`src/rtl/traffic_pkg.sv`:
```
// Shared types and lamp decode for the two-way intersection controller.
package traffic_pkg;

  typedef enum logic [2:0] {
    ST_NS_GREEN  = 3'd0,
    ST_NS_YELLOW = 3'd1,
    ST_ALLRED_1  = 3'd2,
    ST_EW_GREEN  = 3'd3,
    ST_EW_YELLOW = 3'd4,
    ST_ALLRED_2  = 3'd5,
    ST_PED_WALK  = 3'd6,
    ST_FLASH     = 3'd7
  } tl_state_t;

  typedef struct packed {
    logic r;
    logic y;
    logic g;
  } tl_lamp_t;

  typedef struct packed {
    tl_lamp_t ns;
    tl_lamp_t ew;
  } tl_heads_t;

  localparam tl_lamp_t LAMP_R = 3'b100;
  localparam tl_lamp_t LAMP_Y = 3'b010;
  localparam tl_lamp_t LAMP_G = 3'b001;

  // Lamp pattern for both heads given the state and the flash phase bit.
  function automatic tl_heads_t lamps_of(input tl_state_t st, input logic phase);
    tl_heads_t h;
    h.ns = LAMP_R;
    h.ew = LAMP_R;
    case (st)
      ST_NS_GREEN:  h.ns = LAMP_G;
      ST_NS_YELLOW: h.ns = LAMP_Y;
      ST_EW_GREEN:  h.ew = LAMP_G;
      ST_EW_YELLOW: h.ew = LAMP_Y;
      ST_FLASH: begin
        h.ns = tl_lamp_t'({phase, 2'b00});
        h.ew = tl_lamp_t'({phase, 2'b00});
      end
      default: ;
    endcase
    return h;
  endfunction

endpackage

```
`src/rtl/phase_timer.sv`:
```
// Tick-driven dwell counter: done pulses on the tick that completes dur ticks.
module phase_timer #(
  parameter int unsigned CNT_W = 32
) (
  input  logic             clk,
  input  logic             rst,
  input  logic             tick,
  input  logic             clear,
  input  logic [CNT_W-1:0] dur,
  output logic             done
);

  logic [CNT_W-1:0] r_cnt;

  assign done = tick && (r_cnt == (dur - CNT_W'(1)));

  // Count ticks; wrap to zero on expiry, clear has priority.
  always_ff @(posedge clk or negedge rst) begin
    if (!rst) begin
      r_cnt <= '0;
    end else if (clear || done) begin
      r_cnt <= '0;
    end else if (tick) begin
      r_cnt <= r_cnt + CNT_W'(1);
    end
  end

endmodule

```
`src/rtl/traffic_intersection_ctrl.sv`:
```
// Two-way intersection controller with all-red clearance, pedestrian walk
// and flashing-red maintenance mode; all dwells counted in timebase ticks.
module traffic_intersection_ctrl
  import traffic_pkg::*;
#(
  parameter int unsigned GREEN_TICKS  = 20,
  parameter int unsigned YELLOW_TICKS = 4,
  parameter int unsigned ALLRED_TICKS = 2,
  parameter int unsigned PED_TICKS    = 10,
  parameter int unsigned FLASH_TICKS  = 2,
  parameter int unsigned CNT_W        = 32
) (
  input  logic clk,
  input  logic rst,
  input  logic tick,
  input  logic ped_req,
  input  logic flash_mode,
  output logic ns_r,
  output logic ns_y,
  output logic ns_g,
  output logic ew_r,
  output logic ew_y,
  output logic ew_g,
  output logic ped_walk,
  output logic ped_pend
);

  localparam logic [63:0] DUR_LIMIT = 64'd1 << CNT_W;

  // Reject counter widths that cannot hold a configured dwell.
  if (CNT_W < 1 || CNT_W > 63) begin : g_bad_cnt_w
    $error("CNT_W must be in 1..63");
  end
  if (GREEN_TICKS < 1 || 64'(GREEN_TICKS) >= DUR_LIMIT) begin : g_bad_green
    $error("GREEN_TICKS out of range for CNT_W");
  end
  if (YELLOW_TICKS < 1 || 64'(YELLOW_TICKS) >= DUR_LIMIT) begin : g_bad_yellow
    $error("YELLOW_TICKS out of range for CNT_W");
  end
  if (ALLRED_TICKS < 1 || 64'(ALLRED_TICKS) >= DUR_LIMIT) begin : g_bad_allred
    $error("ALLRED_TICKS out of range for CNT_W");
  end
  if (PED_TICKS < 1 || 64'(PED_TICKS) >= DUR_LIMIT) begin : g_bad_ped
    $error("PED_TICKS out of range for CNT_W");
  end
  if (FLASH_TICKS < 1 || 64'(FLASH_TICKS) >= DUR_LIMIT) begin : g_bad_flash
    $error("FLASH_TICKS out of range for CNT_W");
  end

  tl_state_t        r_state;
  tl_state_t        w_state_nxt;
  logic             r_pend;
  logic             w_pend_nxt;
  logic             r_phase;
  logic             w_phase_nxt;
  logic             r_ret_ew;
  logic             w_ret_ew_nxt;
  logic             w_clear;
  logic             w_done;
  logic [CNT_W-1:0] w_dur;
  tl_heads_t        w_lamps;

  phase_timer #(.CNT_W(CNT_W)) u_timer (
    .clk   (clk),
    .rst   (rst),
    .tick  (tick),
    .clear (w_clear),
    .dur   (w_dur),
    .done  (w_done)
  );

  // Dwell length of the current state.
  always_comb begin
    w_dur = CNT_W'(ALLRED_TICKS);
    case (r_state)
      ST_NS_GREEN, ST_EW_GREEN:   w_dur = CNT_W'(GREEN_TICKS);
      ST_NS_YELLOW, ST_EW_YELLOW: w_dur = CNT_W'(YELLOW_TICKS);
      ST_PED_WALK:                w_dur = CNT_W'(PED_TICKS);
      ST_FLASH:                   w_dur = CNT_W'(FLASH_TICKS);
      default:                    w_dur = CNT_W'(ALLRED_TICKS);
    endcase
  end

  // Next-state logic: flash mode first, then flash exit, then phase expiry.
  always_comb begin
    w_state_nxt  = r_state;
    w_pend_nxt   = r_pend;
    w_phase_nxt  = r_phase;
    w_ret_ew_nxt = r_ret_ew;
    w_clear      = 1'b0;
    if (flash_mode) begin
      w_state_nxt = ST_FLASH;
      w_pend_nxt  = 1'b0;
      if (r_state != ST_FLASH) begin
        w_clear     = 1'b1;
        w_phase_nxt = 1'b1;
      end else if (w_done) begin
        w_phase_nxt = ~r_phase;
      end
    end else if (r_state == ST_FLASH) begin
      w_state_nxt = ST_ALLRED_2;
      w_clear     = 1'b1;
    end else begin
      if (ped_req && r_state != ST_PED_WALK) begin
        w_pend_nxt = 1'b1;
      end
      if (w_done) begin
        case (r_state)
          ST_NS_GREEN:  w_state_nxt = ST_NS_YELLOW;
          ST_NS_YELLOW: w_state_nxt = ST_ALLRED_1;
          ST_ALLRED_1: begin
            if (r_pend) begin
              w_state_nxt  = ST_PED_WALK;
              w_ret_ew_nxt = 1'b1;
              w_pend_nxt   = 1'b0;
            end else begin
              w_state_nxt = ST_EW_GREEN;
            end
          end
          ST_EW_GREEN:  w_state_nxt = ST_EW_YELLOW;
          ST_EW_YELLOW: w_state_nxt = ST_ALLRED_2;
          ST_ALLRED_2: begin
            if (r_pend) begin
              w_state_nxt  = ST_PED_WALK;
              w_ret_ew_nxt = 1'b0;
              w_pend_nxt   = 1'b0;
            end else begin
              w_state_nxt = ST_NS_GREEN;
            end
          end
          ST_PED_WALK:  w_state_nxt = r_ret_ew ? ST_EW_GREEN : ST_NS_GREEN;
          default:      w_state_nxt = ST_ALLRED_2;
        endcase
      end
    end
  end

  // State, pending-request, flash-phase and return-direction registers.
  always_ff @(posedge clk or negedge rst) begin
    if (!rst) begin
      r_state  <= ST_ALLRED_2;
      r_pend   <= 1'b0;
      r_phase  <= 1'b1;
      r_ret_ew <= 1'b0;
    end else begin
      r_state  <= w_state_nxt;
      r_pend   <= w_pend_nxt;
      r_phase  <= w_phase_nxt;
      r_ret_ew <= w_ret_ew_nxt;
    end
  end

  assign w_lamps  = lamps_of(r_state, r_phase);
  assign ns_r     = w_lamps.ns.r;
  assign ns_y     = w_lamps.ns.y;
  assign ns_g     = w_lamps.ns.g;
  assign ew_r     = w_lamps.ew.r;
  assign ew_y     = w_lamps.ew.y;
  assign ew_g     = w_lamps.ew.g;
  assign ped_walk = (r_state == ST_PED_WALK);
  assign ped_pend = r_pend;

endmodule

```
`config.mk`:
```
export PLATFORM = sky130hd
export DESIGN_NAME = traffic_intersection_ctrl
export DESIGN_NICKNAME = d
export VERILOG_FILES = /design/src/rtl/traffic_pkg.sv /design/src/rtl/phase_timer.sv /design/src/rtl/traffic_intersection_ctrl.sv
export SDC_FILE = /design/constraint.sdc
export NUM_CORES = 1
export LEC_CHECK = 0
export BUFFER_PORTS_ARGS = -buffer_cell sky130_fd_sc_hd__buf_2
export CAP_MARGIN = 0
export CORE_MARGIN = 2
export CORE_UTILIZATION = 40
export DETAILED_ROUTE_END_ITERATION = 10
export GPL_TIMING_DRIVEN = 0
export MAX_ROUTING_LAYER = met4
export PLACE_DENSITY_LB_ADDON = 0.15
export SYNTH_ARGS = -nofsm -noshare
export SYNTH_HDL_FRONTEND = slang
export SYNTH_SLANG_ARGS = --single-unit
```
`constraint.sdc`:
```
create_clock -name clk -period 2.3 [get_ports clk]
set_input_delay 0.23 -clock clk [delete_from_list [all_inputs] [get_ports clk]]
set_output_delay 0.23 -clock clk [all_outputs]
set_load 0.1 [all_outputs]
```
==> results.toml <==
[sta]
timing.hold.ws_ps = 49.1
period_needed_ps = 2250
clock_skew_ps = 11.8
tightest_slew_ps = 865
relSlewSlack_pct = 42.3
layout_worst_path_cycle_share_pct = 97.9
drv_slew = 0
hold_viol = 0
fmax_mhz = 444
final-setup-viol-count = 0

[setup_path]
worst_path_largest_cell_delay_ps = 530
start_kind = "register"
crit_slowest_cell = "or4b_1"
cp.required_ps = 2470
crit_path_cell_trace = "nor4_2 -> nand4_1 -> or4b_1 -> buf_6 -> o21ai_4 -> mux2_1"
cp_num_buf_inv = 1
end_kind = "register"
criticalPathCategory = "reg2reg"
path_max_fanout = 7
cp_top_family = "simple AND/OR/NAND/NOR gates"
worstPathArrival_ps = 2420

[final_layout]
post-route-util_pct = 47.2
seqCellArea_sq_um = 956
n_antenna_cell = 0
multi_input_area_sq_mm = 0.00126
drive_above_1_share_pct = 19.5
area_growth_pct = 13.7
fillers = 530
nets = 274
layout_commonest_cell = "nor2_1"
final_cell_mix = "nor2_1 (42), dfrtp_1 (34), nand2_1 (18)"

[global_route]
grt_pass1_wl_microns = 8590
grtUsageMet1_pct = 24.1
grt_max_degree = 39
use_met3_pct = 3.28
grt_use_met2_pct = 26.8
gr-total-overflow = 0
grt_pass1_vias = 1810
track_usage_pct = 17.9
busiest_layer = "met2"
antenna_found_initial = 0

[detailed_routing]
viasPerCell = 5.39
ant_nets = 0
drc_errors = 0
dr.first_iter.drc_count = 69
drt_pass1_iterations = 4
vias = 1828
wl_microns = 5020
wl_per_cell_microns = 14.8

[synthesis]
post-synth-top-area-fraction_pct = 38.3
synth_edf_count = 0
syn_avg_cell_area_sq_um = 9.22
syn_area_sq_mm = 0.00229
synth_cell_types = 43
ys_seq_area_share_pct = 41.8
synth_top_area_cell = "dfrtp_1"
ys_async_sr_fraction_pct = 100
syn_inst = 248
dominantRegCellSynth = "dfrtp_1"
yosys_warnings = 0
synth.area.top_cells = "dfrtp_1 (38%), nor2_1 (7.1%), xor2_1 (6.5%), xnor2_1 (6.1%), nand4_1 (3.6%)"
ys_seq_elements = 38
syn_nets = 256

[flow_run]
maxCapViolCount = 0

[placement]
place_congestion = 0.829
portBuffers = 11
hpwl_microns = 3510

[pwr]
power_frac_comb_pct = 47.4
swShare_pct = 45.0
p_int_mw = 1.45
p_per_area_mw_per_mm2 = 1020
seq_power_share_pct = 30.0
pwr-share-clk_pct = 22.6
leakagePower_nw = 1.05
p_sw_mw = 1.19
vdd_drop_max_mv = 0.717
power_mw = 2.64

[floorplanning]
rows = 27
dieArea_sq_mm = 0.00634
die_x_microns = 79.6
initial_core_util_pct = 41.5
die_y_microns = 79.6
fp.coreArea_sq_mm = 0.00551
ioPinCount = 13

[clock_network]
root_buffer = "clkbuf_8"
numCtsBuffers = 5
cts_tree = "yes"
clk_path_buf_depth = 2
clock_latency_ps = 290
cts-htree-levels = 2
post-cts-setup-buffer-count = 0
cts_num_sinks = 38
cts.clk_slew.worst_paths_ps = 80

[worst_hold_path]
hold_path.class = "in2async"

[status]
outcome = "finished, final reports clean"
-- cell families after synthesis --
family | share of synthesized area (%)
simple gates | 29.9
compound gates | 6.95
buf+inv | 4.71
mux | 2.35
flops | 41.8
fa+ha+maj | 1.64
xor+xnor | 12.6
-- state kept, by name (all words and copies together) (netlist names) --
| register | cells |
|---|---|
| ped_pend | 1 |
| r_phase | 1 |
| r_ret_ew | 1 |
| r_state | 3 |
| u_timer.r_cnt | 32 |
-- per-layer routing --
layer | up-vias | wire length, microns
met5 | - | 0
met4 | 0 | 45
met3 | 4 | 158
met2 | 30 | 2310
met1 | 888 | 2510
li1 | 906 | -
-- power by group through the flow --
| stage | sequential (mW) | clock, mW | combinational, mW |
|---|---|---|---|
| 3_5_place_dp | 0.804 | 0 | 1.23 |
| 3_3_place_gp | 0.801 | 0 | 1.21 |
| 2_1_floorplan | 0.843 | 0 | 0.945 |
| 4_1_cts | 0.791 | 0.623 | 1.23 |
| 5_1_grt | 0.801 | 0.651 | 1.36 |
| 6_report | 0.791 | 0.596 | 1.25 |
-- area by class of cell --
| cell class | instances | area share, % |
|---|---|---|
| Sequential cell | 38 | 36.8 |
| Inverter | 7 | 1.01 |
| Buffer | 12 | 3.61 |
| Timing Repair Buffer | 11 | 2.21 |
| Multi-Input combinational cell | 191 | 48.4 |
| Clock buffer | 7 | 3.32 |
| Clock inverter | 1 | 1.16 |
| Tap cell | 72 | 3.47 |
-- cell usage after synthesis (all sizes together), types with 2 or more instances --
library cell  instances
nand3b                2
mux2                  3
nor3                 11
and4                  4
nor2                 46
xnor2                16
or4b                  2
nand4                13
nor4                 12
mux2i                 2
clkbuf                3
ha                    3
dfstp                 3
and3                  3
nand2                18
nand3                12
o21ai                 7
nor2b                 3
or3                   3
dfrtp                35
buf                   9
inv                   7
xor2                 17
o211ai                2
a21oi                 2
-- path summary, 6_finish.rpt --
path / startpoint / cells past startpoint / slack, ps / endpoint
setup / recovery: u_timer.r_cnt[27] / 6 / 50 / r_state[1]
hold / removal: rst / 1 / 50 / u_timer.r_cnt[11]
setup reg to reg: u_timer.r_cnt[27] / 6 / 50 / r_state[1]
hold reg to reg: u_timer.r_cnt[31] / 2 / 550 / u_timer.r_cnt[31]
max in group asynchronous: rst / 1 / 1660 / u_timer.r_cnt[10]
min in group clk: flash_mode / 3 / 240 / r_phase
-- per-stage QoR --
stage | setup TNS, ps | area [sq um] | cells | setup WS (ps)
global route | -63.8 | 2600 | 339 | -17.1
floorplan | -1460 | 2300 | 248 | -735
detailed placement | 0 | 2440 | 331 | 58.8
finish | 0 | 2600 | 339 | 48.4
global placement | 0 | 2440 | 331 | 71.0
CTS | 0 | 2560 | 339 | 35.2
-- repair_timing --
action                                  4_1_cts  5_1_grt
endpoints found under the setup margin        0       37
resized for setup                             0       10
hold buffers                                  0        0
(Power assumes the default switching activity.)
